## config.mk

```make
export PLATFORM = sky130hd
export DESIGN_NAME = dispatch_multi
export DESIGN_NICKNAME = d
export VERILOG_FILES = /design/src/rtl/dispatch_multi.sv
export SDC_FILE = /design/constraint.sdc
export NUM_CORES = 1
export LEC_CHECK = 0
export ABC_AREA = 1
export CORE_AREA = 2 2 253 255
export DETAILED_ROUTE_END_ITERATION = 8
export DIE_AREA = 0 0 255 257
export PLACE_DENSITY = 0.47
export SYNTH_ARGS = -nofsm -noshare
export SYNTH_HDL_FRONTEND = slang
export SYNTH_SLANG_ARGS = --single-unit
```

## constraint.sdc

```tcl
create_clock -name clk -period 3.55 [get_ports clk]
set_input_delay 0.5325 -clock clk [delete_from_list [all_inputs] [get_ports clk]]
set_output_delay 0.5325 -clock clk [all_outputs]
set_load 0.02 [all_outputs]
```

## src/rtl/dispatch_multi.sv

```systemverilog
`default_nettype none
// +--------------------------------------------------------------------------+
// | dispatch_multi: DISPATCH_WIDTH-wide in-order dispatch with group rename.  |
// | ROB op encoding: 2'd0 INT, 2'd1 BR, 2'd2 LD, 2'd3 ST.   Rev 1.0           |
// +--------------------------------------------------------------------------+
module dispatch_multi #(
  parameter int DISPATCH_WIDTH = 2,
  parameter int DATA_WIDTH     = 32,
  parameter int ADDR_WIDTH     = 32,
  parameter int TAG_WIDTH      = 6,
  parameter int REG_ADDR_WIDTH = 5,
  parameter int CNT_WIDTH      = $clog2(DISPATCH_WIDTH + 1)
) (
  input  logic                                       clk,
  input  logic                                       n_rst,
  input  logic                                       i_flush,
  input  logic [DISPATCH_WIDTH-1:0]                  i_fetch_valid,
  input  logic [DISPATCH_WIDTH*DATA_WIDTH-1:0]       i_fetch_insn,
  input  logic [DISPATCH_WIDTH*ADDR_WIDTH-1:0]       i_fetch_iaddr,
  output logic                                       o_fetch_ready,
  input  logic [CNT_WIDTH-1:0]                       i_rob_free_cnt,
  input  logic [CNT_WIDTH-1:0]                       i_rs_free_cnt,
  input  logic [TAG_WIDTH-1:0]                       i_rob_tag,
  input  logic [2*DISPATCH_WIDTH-1:0]                i_rob_src_rdy,
  input  logic [2*DISPATCH_WIDTH*TAG_WIDTH-1:0]      i_rob_src_tag,
  input  logic [2*DISPATCH_WIDTH*DATA_WIDTH-1:0]     i_rob_src_data,
  output logic [2*DISPATCH_WIDTH*REG_ADDR_WIDTH-1:0] o_rsrc,
  output logic [DISPATCH_WIDTH-1:0]                  o_disp_en,
  output logic [DISPATCH_WIDTH*7-1:0]                o_opcode,
  output logic [DISPATCH_WIDTH*DATA_WIDTH-1:0]       o_insn,
  output logic [DISPATCH_WIDTH*ADDR_WIDTH-1:0]       o_iaddr,
  output logic [DISPATCH_WIDTH*2-1:0]                o_rob_op,
  output logic [DISPATCH_WIDTH*REG_ADDR_WIDTH-1:0]   o_rdest,
  output logic [DISPATCH_WIDTH*TAG_WIDTH-1:0]        o_dst_tag,
  output logic [2*DISPATCH_WIDTH-1:0]                o_src_rdy,
  output logic [2*DISPATCH_WIDTH*TAG_WIDTH-1:0]      o_src_tag,
  output logic [2*DISPATCH_WIDTH*DATA_WIDTH-1:0]     o_src_data
);

  localparam logic [6:0] OPC_OPIMM  = 7'b0010011;
  localparam logic [6:0] OPC_LOAD   = 7'b0000011;
  localparam logic [6:0] OPC_JALR   = 7'b1100111;
  localparam logic [6:0] OPC_LUI    = 7'b0110111;
  localparam logic [6:0] OPC_AUIPC  = 7'b0010111;
  localparam logic [6:0] OPC_JAL    = 7'b1101111;
  localparam logic [6:0] OPC_OP     = 7'b0110011;
  localparam logic [6:0] OPC_BRANCH = 7'b1100011;
  localparam logic [6:0] OPC_STORE  = 7'b0100011;

  localparam logic [1:0] ROB_OP_INT = 2'd0;
  localparam logic [1:0] ROB_OP_BR  = 2'd1;
  localparam logic [1:0] ROB_OP_LD  = 2'd2;
  localparam logic [1:0] ROB_OP_ST  = 2'd3;

  localparam logic [CNT_WIDTH-1:0] MAX_CNT = CNT_WIDTH'(DISPATCH_WIDTH);

  logic [DISPATCH_WIDTH-1:0]   valid_q, valid_d;
  logic [DATA_WIDTH-1:0]       insn_q  [DISPATCH_WIDTH];
  logic [DATA_WIDTH-1:0]       insn_d  [DISPATCH_WIDTH];
  logic [ADDR_WIDTH-1:0]       iaddr_q [DISPATCH_WIDTH];
  logic [ADDR_WIDTH-1:0]       iaddr_d [DISPATCH_WIDTH];

  logic [CNT_WIDTH-1:0]        staged_cnt, rob_cnt, rs_cnt, disp_cnt;
  logic [TAG_WIDTH-1:0]        dst_tag [DISPATCH_WIDTH];
  logic [6:0]                  opc     [DISPATCH_WIDTH];
  logic [REG_ADDR_WIDTH-1:0]   rdest   [DISPATCH_WIDTH];
  logic [1:0]                  rob_op  [DISPATCH_WIDTH];
  logic [REG_ADDR_WIDTH-1:0]   rsrc    [2*DISPATCH_WIDTH];
  logic [2*DISPATCH_WIDTH-1:0] src_used;
  logic [DISPATCH_WIDTH-1:0]   fetch_valid_inc;

  always_comb begin
    staged_cnt = '0;
    for (int k = 0; k < DISPATCH_WIDTH; k++) begin
      staged_cnt = staged_cnt + CNT_WIDTH'(valid_q[k]);
    end
    rob_cnt  = (i_rob_free_cnt > MAX_CNT) ? MAX_CNT : i_rob_free_cnt;
    rs_cnt   = (i_rs_free_cnt > MAX_CNT) ? MAX_CNT : i_rs_free_cnt;
    disp_cnt = staged_cnt;
    if (rob_cnt < disp_cnt) disp_cnt = rob_cnt;
    if (rs_cnt < disp_cnt)  disp_cnt = rs_cnt;
  end

  assign o_fetch_ready = (disp_cnt == staged_cnt) && !i_flush;

  for (genvar k = 0; k < DISPATCH_WIDTH; k++) begin : g_lane
    assign o_disp_en[k]  = (CNT_WIDTH'(k) < disp_cnt) && !i_flush;
    assign dst_tag[k]    = i_rob_tag + TAG_WIDTH'(k);
    assign rsrc[2*k]     = REG_ADDR_WIDTH'(insn_q[k][19:15]);
    assign rsrc[2*k+1]   = REG_ADDR_WIDTH'(insn_q[k][24:20]);
    assign o_dst_tag[k*TAG_WIDTH +: TAG_WIDTH]           = dst_tag[k];
    assign o_insn[k*DATA_WIDTH +: DATA_WIDTH]            = insn_q[k];
    assign o_iaddr[k*ADDR_WIDTH +: ADDR_WIDTH]           = iaddr_q[k];
    assign o_opcode[k*7 +: 7]                            = opc[k];
    assign o_rob_op[k*2 +: 2]                            = rob_op[k];
    assign o_rdest[k*REG_ADDR_WIDTH +: REG_ADDR_WIDTH]   = rdest[k];
    assign o_rsrc[2*k*REG_ADDR_WIDTH +: REG_ADDR_WIDTH]      = rsrc[2*k];
    assign o_rsrc[(2*k+1)*REG_ADDR_WIDTH +: REG_ADDR_WIDTH]  = rsrc[2*k+1];
  end

  always_comb begin
    src_used = '0;
    for (int k = 0; k < DISPATCH_WIDTH; k++) begin
      opc[k]    = insn_q[k][6:0];
      rdest[k]  = REG_ADDR_WIDTH'(insn_q[k][11:7]);
      rob_op[k] = ROB_OP_INT;
      case (insn_q[k][6:0])
        OPC_OPIMM: src_used[2*k] = 1'b1;
        OPC_LOAD: begin
          src_used[2*k] = 1'b1;
          rob_op[k]     = ROB_OP_LD;
        end
        OPC_JALR: begin
          src_used[2*k] = 1'b1;
          rob_op[k]     = ROB_OP_BR;
        end
        OPC_LUI, OPC_AUIPC: begin
        end
        OPC_JAL: rob_op[k] = ROB_OP_BR;
        OPC_OP: begin
          src_used[2*k]   = 1'b1;
          src_used[2*k+1] = 1'b1;
        end
        OPC_BRANCH: begin
          src_used[2*k]   = 1'b1;
          src_used[2*k+1] = 1'b1;
          rob_op[k]       = ROB_OP_BR;
          rdest[k]        = '0;
        end
        OPC_STORE: begin
          src_used[2*k]   = 1'b1;
          src_used[2*k+1] = 1'b1;
          rob_op[k]       = ROB_OP_ST;
          rdest[k]        = '0;
        end
        default: begin
          opc[k]   = OPC_OPIMM;
          rdest[k] = '0;
        end
      endcase
    end
  end

  // Ascending scan so the youngest older producer in the group wins.
  always_comb begin
    o_src_rdy  = '1;
    o_src_tag  = '0;
    o_src_data = '0;
    for (int j = 0; j < DISPATCH_WIDTH; j++) begin
      for (int s = 0; s < 2; s++) begin
        if (src_used[2*j+s] && (rsrc[2*j+s] != '0)) begin
          o_src_rdy[2*j+s] = i_rob_src_rdy[2*j+s];
          o_src_tag[(2*j+s)*TAG_WIDTH +: TAG_WIDTH] =
            i_rob_src_tag[(2*j+s)*TAG_WIDTH +: TAG_WIDTH];
          o_src_data[(2*j+s)*DATA_WIDTH +: DATA_WIDTH] =
            i_rob_src_data[(2*j+s)*DATA_WIDTH +: DATA_WIDTH];
          for (int i = 0; i < j; i++) begin
            if ((rdest[i] != '0) && (rdest[i] == rsrc[2*j+s])) begin
              o_src_rdy[2*j+s] = 1'b0;
              o_src_tag[(2*j+s)*TAG_WIDTH +: TAG_WIDTH]    = dst_tag[i];
              o_src_data[(2*j+s)*DATA_WIDTH +: DATA_WIDTH] = '0;
            end
          end
        end
      end
    end
  end

  always_comb begin
    valid_d = '0;
    for (int k = 0; k < DISPATCH_WIDTH; k++) begin
      insn_d[k]  = insn_q[k];
      iaddr_d[k] = iaddr_q[k];
    end
    if (o_fetch_ready) begin
      valid_d = i_fetch_valid;
      for (int k = 0; k < DISPATCH_WIDTH; k++) begin
        insn_d[k]  = i_fetch_insn[k*DATA_WIDTH +: DATA_WIDTH];
        iaddr_d[k] = i_fetch_iaddr[k*ADDR_WIDTH +: ADDR_WIDTH];
      end
    end else if (!i_flush) begin
      for (int m = 0; m <= DISPATCH_WIDTH; m++) begin
        if (CNT_WIDTH'(m) == disp_cnt) begin
          for (int k = 0; k + m < DISPATCH_WIDTH; k++) begin
            valid_d[k] = valid_q[k+m];
            insn_d[k]  = insn_q[k+m];
            iaddr_d[k] = iaddr_q[k+m];
          end
        end
      end
    end
  end

  always_ff @(posedge clk or negedge n_rst) begin
    if (!n_rst) valid_q <= '0;
    else        valid_q <= valid_d;
  end

  always_ff @(posedge clk) begin
    for (int k = 0; k < DISPATCH_WIDTH; k++) begin
      insn_q[k]  <= insn_d[k];
      iaddr_q[k] <= iaddr_d[k];
    end
  end

  assign fetch_valid_inc = i_fetch_valid + DISPATCH_WIDTH'(1);

  a_fetch_valid_contig: assert property (@(posedge clk) disable iff (!n_rst)
    (i_fetch_valid & fetch_valid_inc) == '0);

endmodule
`default_nettype wire

```

==> run metrics <==
status=completed; P&R area growth vs syn=104%; IO Port Bufs=641; die width=255 µm; max incr delay on CP=0.49 ns; Synth Area in XOR/XNOR=0.00795; clock tree buffer depth=2; CP top delay family=simple AND/OR/NAND/NOR gates; DR iter-0 viols=305; period utilization=0.988; GR Util All Layers=0.132; critical path depth=15; full die area=65500 µm²; cell repeated most along the worst path=nor2_4; hpwl dp=37300 µm; vias in the first global route=8601; Mapped Area=around 7700 µm²; worst reg2reg startpoint=valid_q[1]; Clock Sinks=130; crit path cell chain=nor2_1 -> nand3_2 -> nor2_4 -> nor2_4 -> nand2_8 -> buf_4 -> nand3_1 -> nand2_1 -> nand3_4 -> nor2_4 -> buf_12 -> buf_16 -> nor2_1 -> nor2_2 -> buf_6; Rows=92; initial core utilization=0.123; root buffer cell=clkbuf_16; share of layout cells above drive strength 1=0.150; compound-cell area share of the yosys netlist=0.0216; ys flop type=edfxtp_1; flop2flop setup slack=0.71 ns; cells on worst reg2reg path=13; WL final=approximately 45000 µm; fin cells=2429; drc violations=0; Synthesis Warnings=0; max_cap viols=0; Synth Area in Simple Gates=0.326; placed cell count=2382; GR Overflow Total=0; count of state elements after synthesis=130; crit path DAT=2.97 ns; crit path max-delay cell type=edfxtp_1; reg2reg end=insn_q[0][26]; Chip Height=257 µm; most common cell after layout, fill and taps aside=clkdlybuf4s50_1; final antenna-violating net count=0; number of H-tree levels=4; largest family of logic cells by synthesized area=simple AND/OR/NAND/NOR gates; Avg Inst Size Synth=8.31 µm²; synth unique cells=35; path type of the worst min-delay path=in -> async; Ports=about 650; Buf+Inv Stages, Crit Path=4; Setup Crit Path Kind=reg -> out; Final Total Pwr=around 9.5 mW; min cycle time layout=3.51 ns; CTS buffer count=17; power density of the placed cells=607 nW/µm²; Fmax=285 MHz; Worst EP required=3.02 ns; first-pass iteration count of the detailed router=4; Synth async-reset ratio=0.0154; share of the yosys chip area belonging to registers=0.505; commonest cells after routing, fill and taps aside=551 x clkdlybuf4s50_1, 279 x nand2_1, 149 x nor2_1; DR vias=8457; gpl congestion=around 0.84; Worst Skew=around 0.016 ns; Pleak=6.41 nW; Crit Path Max Fanout=15; drt via density=3.48; global-route wire length before repair=61000 µm; clk slew on worst S/H paths=0.06 ns; Core Box Area=about 63000 µm²; adder and majority gate portion of the synthesized area=0.00974; RSZ-0062 raised after global routing=true; CTS tree=done; antenna violations before repair=3; mux contribution to synthesized area=0; Final Hold Fails=0; Max Slew Vio Count=0; CP Capture Type=output port; Setup Viol. Count Final=0; cell count after synthesis=928; Worst-Skew Late Latency=0.47 ns; Max VDD drop=0.365 mV; Startpoint Class=flip-flop; Nets=1876; largest net degree at the start of global routing=61; Post-synth EDFFs=128; Util after Layout=0.251; WL/cell=around 18 µm
==> final cells by class <==
class,count,area (µm²)
Antenna cell,1,2.50
Clock inverter,12,86.3
Inverter,135,507
Clock buffer,18,429
Multi-Input combinational cell,595,2940
Fill cell,6790,47000
Sequential cell,130,3890
Tap cell,846,1060
Timing Repair Buffer,692,6810
==> cell families after synthesis <==
family,Yosys count
AOI/OAI and AO/OA,31
xor gates and xnor gates,7
adders and majority gates,6
buffers and inverters,206
DFF,130
other,1
and+or+nand+nor,547
==> state kept, by name, summed over array words and instances, names as in the netlist <==
name	cells
insn_q	64
iaddr_q	64
valid_q	2
==> how the worst max path moves through the flow <==
stage	startpoint	endpoint	slack, ns
after floorplan	i_rob_free_cnt[1]	o_fetch_ready	0.13
after global placement	insn_q[0][4]	o_src_data[74]	0.08
after detailed placement	insn_q[0][4]	o_src_data[74]	0.07
after CTS	insn_q[0][4]	o_src_data[19]	0.008
after global routing	insn_q[0][2]	o_src_tag[19]	-0.13
final	insn_q[0][3]	o_src_tag[18]	0.04
==> stage by stage <==
stage	cell area, µm²	setup WS, ns	hold WS [ns]	TNS, ns
finish	15700	0.0440	0.229	0
global route	15700	-0.134	0.204	-2.02
CTS	15800	0.00840	0.174	0
detailed placement	15100	0.0750	0.531	0
global placement	15100	0.0800	0.519	0
floorplan	7720	0.130	0.237	0
==> Yosys cell counts, types with 7 or more instances <==
| cell type | instances | share of area |
|---|---|---|
| buf_2 | 15 | 0.0097 |
| buf_4 | 31 | 0.030 |
| clkbuf_1 | 16 | 0.0078 |
| edfxtp_1 | 128 | 0.50 |
| inv_1 | 128 | 0.062 |
| nand2_1 | 287 | 0.14 |
| nand3_1 | 22 | 0.014 |
| nand3_2 | 7 | 0.0091 |
| nor2_1 | 157 | 0.076 |
| nor2_4 | 41 | 0.060 |
| nor3_1 | 10 | 0.0065 |
| o21ai_0 | 22 | 0.014 |
==> routing by layer <==
layer | global-route usage | part of all wire
met5 | 0 | 0.00061
met4 | 0.0393 | 0.017
met3 | 0.0403 | 0.078
met2 | 0.239 | 0.51
met1 | 0.147 | 0.40
==> repair_timing <==
action / 4_1_cts / 5_1_grt
pin swaps: 3 / 7
setup buffers: 10 / 1
resized for setup: 142 / 117
setup endpoints to repair: 111 / 116
cloned: 5 / 0
hold buffers: 0 / 0
==> where the power goes <==
part           internal, mW  leakage [nW]  switching [mW]  total [mW]
Combinational          2.09          4.91            2.87        4.97
Clock                 0.883         0.250           0.761        1.64
Sequential             2.50          1.26           0.434        2.93
Total                  5.48          6.41            4.07        9.55
==> worst reg2reg max path, delay by kind of cell, from the launching register on <==
family	cells	cell delay [ns]
flip-flops	1	0.40
AND/OR/NAND/NOR	7	0.87
buffers and inverters	3	0.53
adder cells (fa/ha/maj)	3	0.72
Note: power is estimated with default switching activity, not from simulation.
